`src/rtl/cache_pkg.sv`:
```
// Shared types for the cache-core request port and its arbiter.
package cache_pkg;

    localparam int unsigned CORE_ADDR_W = 32;
    localparam int unsigned CORE_DATA_W = 32;
    localparam int unsigned CORE_STRB_W = CORE_DATA_W / 8;

    localparam logic [1:0] RESP_OKAY   = 2'b00;
    localparam logic [1:0] RESP_SLVERR = 2'b10;

    typedef enum logic [1:0] {
        A_IDLE  = 2'b00,
        A_ISSUE = 2'b01,
        A_WAIT  = 2'b10
    } arb_state_t;

    typedef struct packed {
        logic                   we;
        logic [CORE_ADDR_W-1:0] addr;
        logic [CORE_DATA_W-1:0] wdata;
        logic [CORE_STRB_W-1:0] wstrb;
    } core_req_t;

endpackage

```
`src/rtl/rr_pick2.sv`:
```
// Two-way round-robin picker: on a tie the requester other than `last` wins.
module rr_pick2 (
    input  logic [1:0] req,
    input  logic       last,
    output logic       winner,
    output logic       any
);

    // Single requester wins outright; a tie goes away from the last winner.
    always_comb begin
        any    = |req;
        winner = 1'b0;
        if (req == 2'b11) begin
            winner = ~last;
        end else if (req[1]) begin
            winner = 1'b1;
        end
    end

endmodule

```
`src/rtl/core_port_arbiter.sv`:
```
// Shares the single cache-core request port between two requesters,
// one transaction in flight, round-robin grant.
module core_port_arbiter
    import cache_pkg::*;
#(
    parameter int unsigned ADDR_WIDTH = 32,
    parameter int unsigned DATA_WIDTH = 32
) (
    input  logic                    clk,
    input  logic                    rst,

    input  logic                    m0_req_valid,
    output logic                    m0_req_ready,
    input  logic                    m0_req_we,
    input  logic [ADDR_WIDTH-1:0]   m0_req_addr,
    input  logic [DATA_WIDTH-1:0]   m0_req_wdata,
    input  logic [DATA_WIDTH/8-1:0] m0_req_wstrb,
    output logic                    m0_resp_valid,
    output logic                    m0_resp_is_write,
    output logic [DATA_WIDTH-1:0]   m0_resp_rdata,
    output logic [1:0]              m0_resp_resp,

    input  logic                    m1_req_valid,
    output logic                    m1_req_ready,
    input  logic                    m1_req_we,
    input  logic [ADDR_WIDTH-1:0]   m1_req_addr,
    input  logic [DATA_WIDTH-1:0]   m1_req_wdata,
    input  logic [DATA_WIDTH/8-1:0] m1_req_wstrb,
    output logic                    m1_resp_valid,
    output logic                    m1_resp_is_write,
    output logic [DATA_WIDTH-1:0]   m1_resp_rdata,
    output logic [1:0]              m1_resp_resp,

    output logic                    core_req_valid,
    input  logic                    core_req_ready,
    output logic                    core_req_we,
    output logic [ADDR_WIDTH-1:0]   core_req_addr,
    output logic [DATA_WIDTH-1:0]   core_req_wdata,
    output logic [DATA_WIDTH/8-1:0] core_req_wstrb,
    input  logic                    core_resp_valid,
    input  logic                    core_resp_is_write,
    input  logic [DATA_WIDTH-1:0]   core_resp_rdata,
    input  logic [1:0]              core_resp_resp,

    output logic [1:0]              dbg_state,
    output logic                    dbg_grant,
    output logic                    dbg_stray
);

    localparam int unsigned STRB_WIDTH = DATA_WIDTH / 8;

    arb_state_t              state;
    logic                    grant;
    logic                    rr_last;
    logic                    stray;
    logic                    hold_we;
    logic [ADDR_WIDTH-1:0]   hold_addr;
    logic [DATA_WIDTH-1:0]   hold_wdata;
    logic [STRB_WIDTH-1:0]   hold_wstrb;

    logic                    winner;
    logic                    any;
    logic                    in_idle;
    logic                    in_issue;
    logic                    in_wait;
    logic                    complete;
    logic                    stray_hit;

    rr_pick2 u_pick (
        .req    ({m1_req_valid, m0_req_valid}),
        .last   (rr_last),
        .winner (winner),
        .any    (any)
    );

    // Decode state and classify the core response for this cycle.
    always_comb begin
        in_idle   = (state == A_IDLE);
        in_issue  = (state == A_ISSUE);
        in_wait   = (state == A_WAIT);
        complete  = core_resp_valid && (in_wait || (in_issue && core_req_ready));
        stray_hit = core_resp_valid && !complete;
    end

    // Arbiter FSM with holding registers, grant and round-robin history.
    always_ff @(posedge clk) begin
        if (rst) begin
            state      <= A_IDLE;
            grant      <= 1'b0;
            rr_last    <= 1'b1;
            stray      <= 1'b0;
            hold_we    <= 1'b0;
            hold_addr  <= '0;
            hold_wdata <= '0;
            hold_wstrb <= '0;
        end else begin
            if (stray_hit) begin
                stray <= 1'b1;
            end
            case (state)
                A_IDLE: begin
                    if (any) begin
                        state      <= A_ISSUE;
                        grant      <= winner;
                        hold_we    <= winner ? m1_req_we    : m0_req_we;
                        hold_addr  <= winner ? m1_req_addr  : m0_req_addr;
                        hold_wdata <= winner ? m1_req_wdata : m0_req_wdata;
                        hold_wstrb <= winner ? m1_req_wstrb : m0_req_wstrb;
                    end
                end
                A_ISSUE: begin
                    if (core_req_ready) begin
                        if (core_resp_valid) begin
                            state   <= A_IDLE;
                            rr_last <= grant;
                        end else begin
                            state <= A_WAIT;
                        end
                    end
                end
                A_WAIT: begin
                    if (core_resp_valid) begin
                        state   <= A_IDLE;
                        rr_last <= grant;
                    end
                end
                default: state <= A_IDLE;
            endcase
        end
    end

    // Requester handshake and response routing to the granted side only.
    always_comb begin
        m0_req_ready     = in_idle && any && (winner == 1'b0);
        m1_req_ready     = in_idle && any && (winner == 1'b1);
        m0_resp_valid    = complete && (grant == 1'b0);
        m1_resp_valid    = complete && (grant == 1'b1);
        m0_resp_is_write = 1'b0;
        m0_resp_rdata    = '0;
        m0_resp_resp     = 2'b00;
        m1_resp_is_write = 1'b0;
        m1_resp_rdata    = '0;
        m1_resp_resp     = 2'b00;
        if (grant == 1'b0) begin
            m0_resp_is_write = core_resp_is_write;
            m0_resp_rdata    = core_resp_rdata;
            m0_resp_resp     = core_resp_resp;
        end else begin
            m1_resp_is_write = core_resp_is_write;
            m1_resp_rdata    = core_resp_rdata;
            m1_resp_resp     = core_resp_resp;
        end
    end

    // Core request side is driven purely from registered state.
    always_comb begin
        core_req_valid = in_issue;
        core_req_we    = hold_we;
        core_req_addr  = hold_addr;
        core_req_wdata = hold_wdata;
        core_req_wstrb = hold_wstrb;
        dbg_state      = 2'(state);
        dbg_grant      = grant;
        dbg_stray      = stray;
    end

endmodule

```
`config.mk`:
```
export PLATFORM = sky130hd
export DESIGN_NAME = core_port_arbiter
export DESIGN_NICKNAME = d
export VERILOG_FILES = /design/src/rtl/cache_pkg.sv /design/src/rtl/rr_pick2.sv /design/src/rtl/core_port_arbiter.sv
export SDC_FILE = /design/constraint.sdc
export NUM_CORES = 1
export LEC_CHECK = 0
export CAP_MARGIN = 20
export CORE_AREA = 2 2 126 128
export DETAILED_ROUTE_END_ITERATION = 10
export DIE_AREA = 0 0 128 130
export PLACE_DENSITY = 0.81
export RECOVER_POWER = 25
export SLEW_MARGIN = 15
export SYNTH_ARGS = -nofsm -noshare
export SYNTH_HDL_FRONTEND = slang
export SYNTH_SLANG_ARGS = --single-unit
```
`constraint.sdc`:
```
create_clock -name clk -period 1.1 [get_ports clk]
set_input_delay 0.11 -clock clk [delete_from_list [all_inputs] [get_ports clk]]
set_output_delay 0.11 -clock clk [all_outputs]
set_load 0.05 [all_outputs]
```
Word-level counts from Yosys, hierarchy flattened
Index checks and enable logic that the tools add are counted.
{"block": "totals", "register_bits": 74, "inputBits": 179, "wordCells": 53}
{"block": "op_classes", "n_eq_ne": 6, "mux": 20, "n_bitwise": 3, "reduce_logical": 16}
{"operator": "32-bit two-way mux", "count": 4}
{"operator": "2-bit two-way mux", "count": 6}
{"operator": "1-bit logical AND", "count": 8}
{"operator": "1-bit two-way mux", "count": 7}
{"operator": "2-bit case mux with 3 select lines", "count": 1}
{"operator": "2-bit equality test (second input constant)", "count": 2}
{"operator": "4-bit two-way mux", "count": 1}
{"operator": "2-bit != test (second input constant)", "count": 2}
{"operator": "2-bit AND reduction", "count": 2}
{"operator": "1-bit NOT", "count": 3}
{"operator": "3-bit AND reduction", "count": 1}
{"operator": "2-bit by 1-bit equality test with 1-bit output (second input constant)", "count": 1}
{"operator": "2-bit zero test", "count": 1}
{"operator": "2-bit by 1-bit != test with 1-bit output (second input constant)", "count": 1}
{"operator": "1-bit case mux with 2 select lines", "count": 1}
{"operator": "2-bit nonzero test", "count": 1}
{"operator": "2-bit OR reduction", "count": 1}
{"operator": "1-bit zero test", "count": 1}
{"operator": "1-bit logical OR", "count": 1}

Logic depth before layout (Yosys ltp)
Gate-level depths: netlist of the first run.
{"block": "logic_depth", "ltp_word": 6, "ltp_mapped": 6, "depth_no_buf": 3}

Modules after synthesis
A second synthesis of the first run with hierarchy kept.
{"block": "hier_totals", "cells_unflattened": 411, "area_unflattened_um2": 3743.6}
{"module": "core_port_arbiter", "n_inst": 1, "cells_per_inst": 409, "area_each_um2": 3729.8, "seq_area_each_um2": 1481.4}
{"module": "rr_pick2", "n_inst": 1, "cells_per_inst": 2, "area_each_um2": 13.8, "seq_area_each_um2": 0.0}

Least setup slack after synthesis of the first run
Ideal clock, no wire load.
{"block": "synth_timing", "kind": "reg-to-reg", "startpoint": "register state[0], in the netlist dbg_state[0]", "endpoint": "register rr_last", "arrival_time_ps": 1999, "required_time_ps": 1038, "path_slack_ps": -961, "path_stages_with_launch": 4, "path_buffers": 0, "cell_sequence": "dfxtp_1 nand3b_1 a21oi_1 a211o_1"}
{"block": "synth_between", "elab_chain_cells": 3, "elab_cells_between_ends": 6, "cone_classes": "eq/ne: 3; mux: 1; reduce/logical: 2"}
{"item": "from (decl)", "line": "core_port_arbiter.sv:52", "rtl": "arb_state_t state;"}
{"item": "from (signal assigned)", "line": "core_port_arbiter.sv:88", "rtl": "state <= A_IDLE;"}
{"item": "from (signal assigned)", "line": "core_port_arbiter.sv:103", "rtl": "state <= A_ISSUE;"}
{"item": "from (signal assigned)", "line": "core_port_arbiter.sv:114", "rtl": "state <= A_IDLE;"}
{"item": "2-bit by 1-bit equality test with 1-bit output / 2-bit equality test (equally long branches)", "line": "core_port_arbiter.sv:100", "rtl": "case (state)"}
{"item": "2-bit by 1-bit != test with 1-bit output (no line) / 2-bit nonzero test (equally long branches)"}
{"item": "2-bit AND reduction (no line)"}
{"item": "to (signal assigned)", "line": "core_port_arbiter.sv:115", "rtl": "rr_last <= grant;"}
{"item": "to (signal assigned)", "line": "core_port_arbiter.sv:124", "rtl": "rr_last <= grant;"}
{"item": "to (decl)", "line": "core_port_arbiter.sv:54", "rtl": "logic rr_last;"}
Parallel ways exist; a longest one is shown, timed or not.
A chain may end at the register's enable or synchronous reset.

Worst setup path in the final report of the first run
{"block": "layout_timing", "startpoint": "register state[1], in the netlist dbg_state[1]", "endpoint": "output m1_req_ready"}
{"block": "layout_between", "elab_chain_cells": 3}
{"item": "2-bit zero test", "line": "core_port_arbiter.sv:78", "rtl": "in_idle = (state == A_IDLE);"}
{"item": "1-bit logical AND (2 in a row)", "line": "core_port_arbiter.sv:135", "rtl": "m1_req_ready = in_idle && any && (winner == 1'b1);"}
{"item": "to (decl)", "line": "core_port_arbiter.sv:24", "rtl": "output logic m1_req_ready,"}
Every way passes these cells.

==> results of run 1 <==
area by class of cell:
class | instances | area, sq um | share of cell area
multi-input combinational | 370 | 2713 | 0.2632
timing repair buffer | 406 | 5540 | 0.5375
tap | 192 | 240.2 | 0.02331
clock buffer | 11 | 252.7 | 0.02452
sequential | 74 | 1494 | 0.1449
clock inverter | 5 | 60.06 | 0.005827
inverter | 1 | 7.507 | 0.0007283
critical path, stage by stage (launching register included):
cell	delay, ns
dfxtp_4	0.38
a211oi_4	0.31
buf_12	0.15
nand2_4	0.05
clkinvlp_4	0.09
buf_12	0.13
flip-flops by register name (all words and copies together) (netlist names):
register        cells
dbg_stray           1
core_req_wstrb      4
rr_last             1
core_req_we         1
dbg_grant           1
dbg_state           2
core_req_wdata     32
core_req_addr      32
kinds of logic (layout without fill, tap and decap cells):
group,after synthesis,in the layout,share of synthesized area
compound gates,148,148,0.2140
buf+inv,70,423,0.09307
flops,74,74,0.3710
simple gates,221,222,0.3218
worst min path at each step:
stage,from,to,slack [ns],cells past startpoint
6_report,rst,dbg_grant,0.13,2
5_1_grt,rst,dbg_grant,0.14,2
3_5_place_dp,rst,dbg_grant,0.47,2
2_1_floorplan,core_resp_valid,dbg_state[1],0.18,1
4_1_cts,rst,dbg_grant,0.13,2
3_3_place_gp,rst,dbg_grant,0.48,2
report_power, final:
group | internal (W) | switching [W] | total, W
Combinational | 0.00292 | 0.00306 | 0.00598
Sequential | 0.00291 | 0.000233 | 0.00315
Clock | 0.00190 | 0.00123 | 0.00313
timing repair:
item	4_1_cts	5_1_grt
cloned	7	20
hold buffers	0	0
pin swaps	12	14
endpoints found under the setup margin	149	152
gates resized for setup	79	55
setup buffers	10	11
through the flow:
| step | instance area [sq um] | setup WS [ns] |
|---|---|---|
| final | 10310 | -0.4657 |
| after floorplan | 4542 | -0.2768 |
| after detailed placement | 8964 | -0.2681 |
| after global routing | 10310 | -0.5150 |
| after global placement | 8964 | -0.2084 |
| after CTS | 9864 | -0.4247 |
layout by cell type (no fill, tap or decap), types with 14 or more instances in the layout:
cell type,count
buf_8,22
o21ai_1,62
nand3_2,14
clkdlybuf4s50_1,175
dfxtp_1,70
and2_4,35
buf_2,19
nand3_1,54
clkbuf_16,22
buf_4,17
nand4_1,69
buf_6,40
a31oi_1,67
nor2b_4,36
buf_12,110
per-layer routing:
metal	track usage	share of wire
met1	0.2675	0.36
met4	0.1144	0.044
met5	0	0
met2	0.4439	0.50
met3	0.07216	0.093
==> results.cfg, run 1 <==
[status]
status = complete, but fails checks
violations = negative setup slack

[grt]
grt_use_total = 0.2463
grt_pass1_vias = 5500
grt_max_degree = 46
antenna_found_initial = 0
grt_pass1_wl_um = 31660
overflow = 0

[logic_synthesis]
synth_seq_cells = 74
synth_area_leaders = dfxtp_1 37%, a31oi_1 11%, nand4_1 11%, o21ai_1 8.9%, nand3_1 8.6%
yosysMostFrequentCell = dfxtp_1
synth_ff_type = dfxtp_1
syn_avg_cell_area_sq_um = 7.783
seq_area_frac_synth = 0.3710
synth_cell_types = 25
synthTopCellsByCount = 74 x dfxtp_1, 71 x o21ai_1, 70 x a31oi_1
synth_area_sq_um = 3993
yosysWarnings = 0
synth_top_cell_by_area = dfxtp_1
synthArstFlopShare = 0
synth_nets = 692
synthCells = 513
synth-edff-count = 0
synth_top_area_frac = 0.3710

[sta]
slew_headroom = 0.6646
fmax_mhz = 638.7
tns_ns = -47.77
tightestPinTransition_ns = 0.5032
period_needed_ns = 1.566
holdWs_ns = 0.1298
timing.final.crit_share = 1.423
setup_viol = 151
finClkSkew_ns = 0.005996
drv_slew = 0
hold_viol_final = 0
rsz0062_at_grt = true
setup_ws_ns = -0.4657

[critical_path]
crit_required_ns = 0.99
reg2regPathDepth = 6
worstPathMaxFanout = 7
critical_path.startpoint = dbg_state[1]
endpoint = m1_req_ready
reg2reg_to = core_req_wstrb[1]
crit_type = reg2out
crit_arrival_ns = 1.46
r2r_slack_ns = -0.42
timing.rr.start = dbg_state[1]
crit_path_start_kind = flop
worst_setup_path_end_kind = output port

[routing]
viasPerCell = 5.683
drc = 0
dr.pass1.iters = 7
drt_iter0_markers = 436
ant_nets = 0
wl_per_cell_um = 24.14
wirelength_um = 25570
vias = 6018

[worst_hold_path]
min_path_type = in2reg

[floorplanning]
ioPinCount = 327
dieArea_sq_um = 16640
fp-row-count = 46
die_h_um = 130
die_width_um = 128
coreArea_sq_um = 15420
initial_core_util = 0.2588

[clock_tree]
clk_latency_ns = 0.33
clkSinkCount = 74
cts.clk_slew.worst_paths_ns = 0.06
cts-htree-levels = 3
cts_tree = yes
cts.path.max_buffers = 2
cts_root_buffer = clkbuf_16
numCtsBuffers = 9

[cells_and_area]
drive_gt1_frac = 0.4164
post-route-util = 0.6682
antenna_cells = 0
finalNonFillerCells = 1059
fin_nets = 1041
fill_cells = 1059
area_delta_synth_final_pct = 158.2

[pwr]
power_w = 0.01225
leakage_nw = 4.053
power-per-cell-area_nw_per_um2 = 1189
ir_drop_uv = 821.6

[placed_design]
place.gp.congestion = 0.7960
io_buffers = 326
hpwlAfterDp_um = 14350
place_inst = 996

[run]
max-cap-violations = 0
No activity file was read; power rests on OpenSTA's default activity.
==> inputs of run 2 (changes only) <==
--- a/config.mk
+++ b/config.mk
@@ -6,9 +6,9 @@
 export NUM_CORES = 1
 export LEC_CHECK = 0
 export CAP_MARGIN = 20
-export CORE_AREA = 2 2 126 128
+export CORE_AREA = 3 3 127 129
 export DETAILED_ROUTE_END_ITERATION = 10
-export DIE_AREA = 0 0 128 130
+export DIE_AREA = 0 0 130 132
 export PLACE_DENSITY = 0.81
 export RECOVER_POWER = 25
 export SLEW_MARGIN = 15
==> run 2 against run 1 <==
Effect of this change:
- the run still ends with negative setup slack left
- routed wire length is 8.0% lower
- largest cell class unchanged
- global-route usage is 0.26 points higher
- worst setup slack worse by 0.018 ns
- combinational power is 5.0% lower
- via count is 4.0% lower
- critical path type unchanged
- die area is 3.1% higher
==> results.cfg, run 2 (synthesis gave the netlist of run 1 again) <==
[grt]
overflow = 0
grt_max_degree = 42
antenna_found_initial = 0
grt_use_total = 0.2489
grt_pass1_vias = 5795
grt_pass1_wl_um = 33580

[clock_tree]
numCtsBuffers = 9
clkSinkCount = 74
clk_latency_ns = 0.34
cts-htree-levels = 3
cts_root_buffer = clkbuf_16
cts.path.max_buffers = 2
cts.clk_slew.worst_paths_ns = 0.06
cts_tree = yes

[cells_and_area]
regArea_sq_um = 1496
multi_input_area_sq_um = 2706
finalNonFillerCells = 1048
final_cell_mix = 175 x clkdlybuf4s50_1, 126 x buf_12, 70 x dfxtp_1
drive_gt1_frac = 0.4163
antenna_cells = 0
area_delta_synth_final_pct = 154.7
fin_nets = 1034
final_common_cell = clkdlybuf4s50_1
fill_cells = 1028

[sta]
fmax_mhz = 631.5
timing.final.crit_share = 1.440
hold_viol_final = 0
setup_viol = 151
tightestPinTransition_ns = 0.3705
drv_slew = 0
finClkSkew_ns = 0.004589
setup_ws_ns = -0.4836
slew_headroom = 0.7530
holdWs_ns = 0.1133
rsz0062_at_grt = true
period_needed_ns = 1.584

[routing]
vias = 5780
dr.pass1.iters = 6
met3_length_um = 2254
wl_per_cell_um = 22.44
routed.top_layer = met4
ant_nets = 0
dr_wl_met2_um = 12030
drt_iter0_markers = 439
drc = 0
viasPerCell = 5.515
wirelength_um = 23510
wl_met1_um = 8235

[critical_path]
crit_type = reg2out
slowest_stage = dfxtp_4
crit_path_start_kind = flop
cp_common_cell = buf_12
critPathTopFamily = buffers and inverters
cpPeakStageDelay_ns = 0.36
crit_required_ns = 0.99
worstPathMaxFanout = 4
worst_setup_path_end_kind = output port
path_buf_inv = 4
crit_chain = buf_12, a211oi_4, buf_6, nand2_4, clkinvlp_4, buf_12
crit_arrival_ns = 1.47

[floorplanning]
die_h_um = 132
coreArea_sq_um = 15150
die_width_um = 130
ioPinCount = 327
fp-row-count = 45
dieArea_sq_um = 17160
initial_core_util = 0.2636

[pwr]
leakage_nw = 3.977
power_frac_clock = 0.270
pwr-share-seq = 0.260
switching_share = 0.3588
internal-power_w = 0.007756
power_w = 0.01210
power-per-cell-area_nw_per_um2 = 1189
power_frac_comb = 0.470
p_switching_w = 0.004340
ir_drop_uv = 830.6

[placed_design]
io_buffers = 326
place.gp.congestion = 0.8547
place_inst = 1001
hpwlAfterDp_um = 15440
dp_slack_ns = -0.2777

[worst_hold_path]
min_path_type = in2reg

[status]
status = complete, but fails checks
violations = negative setup slack

[run]
max-cap-violations = 0
-- run 2: worst paths after layout --
check / slack (ns) / end / start / depth (start not counted)
setup / recovery: -0.48 / m1_req_ready / dbg_state[1] / 6
hold / removal: 0.11 / core_req_wdata[19] / rst / 2
setup reg to reg: -0.38 / core_req_wdata[21] / dbg_state[1] / 7
hold reg to reg: 0.50 / core_req_addr[14] / core_req_addr[14] / 2
-- run 2: final cells by class --
class	count	area share
Timing Repair Buffer	400	0.5300
Multi-Input combinational cell	369	0.2661
Sequential cell	74	0.1471
Clock buffer	13	0.02867
Tap cell	188	0.02313
Clock inverter	3	0.004183
Inverter	1	0.0007382
-- run 2: repair_timing --
item / 4_1_cts / 5_1_grt
hold buffers: 0 / 0
setup endpoints to repair: 150 / 152
gates resized for setup: 94 / 47
buffers inserted: 24 / 8
cloned: 7 / 2
pin swaps: 21 / 16
-- run 2: stage by stage --
stage | area (sq um) | TNS [ns] | util
floorplan | 4542 | -16.49 | -
global placement | 9164 | -12.59 | 0.6050
detailed placement | 9164 | -13.89 | 0.6050
CTS | 10290 | -48.31 | 0.6792
global route | 10170 | -53.11 | 0.6715
finish | 10170 | -46.61 | 0.6715
-- run 2: power by group through the flow --
stage	registers, W	logic, W	clock network [W]
2_1_floorplan	0.00388	0.00186	0
4_1_cts	0.00317	0.00567	0.00330
5_1_grt	0.00316	0.00587	0.00341
6_report	0.00314	0.00568	0.00327
3_3_place_gp	0.00323	0.00511	0
3_5_place_dp	0.00324	0.00516	0
-- run 2: metal layers --
metal | GRT usage | up-vias
met1 | 0.2665 | 2713
li1 | - | 2616
met5 | 0 | -
met2 | 0.4487 | 391
met4 | 0.1016 | 0
met3 | 0.07536 | 60
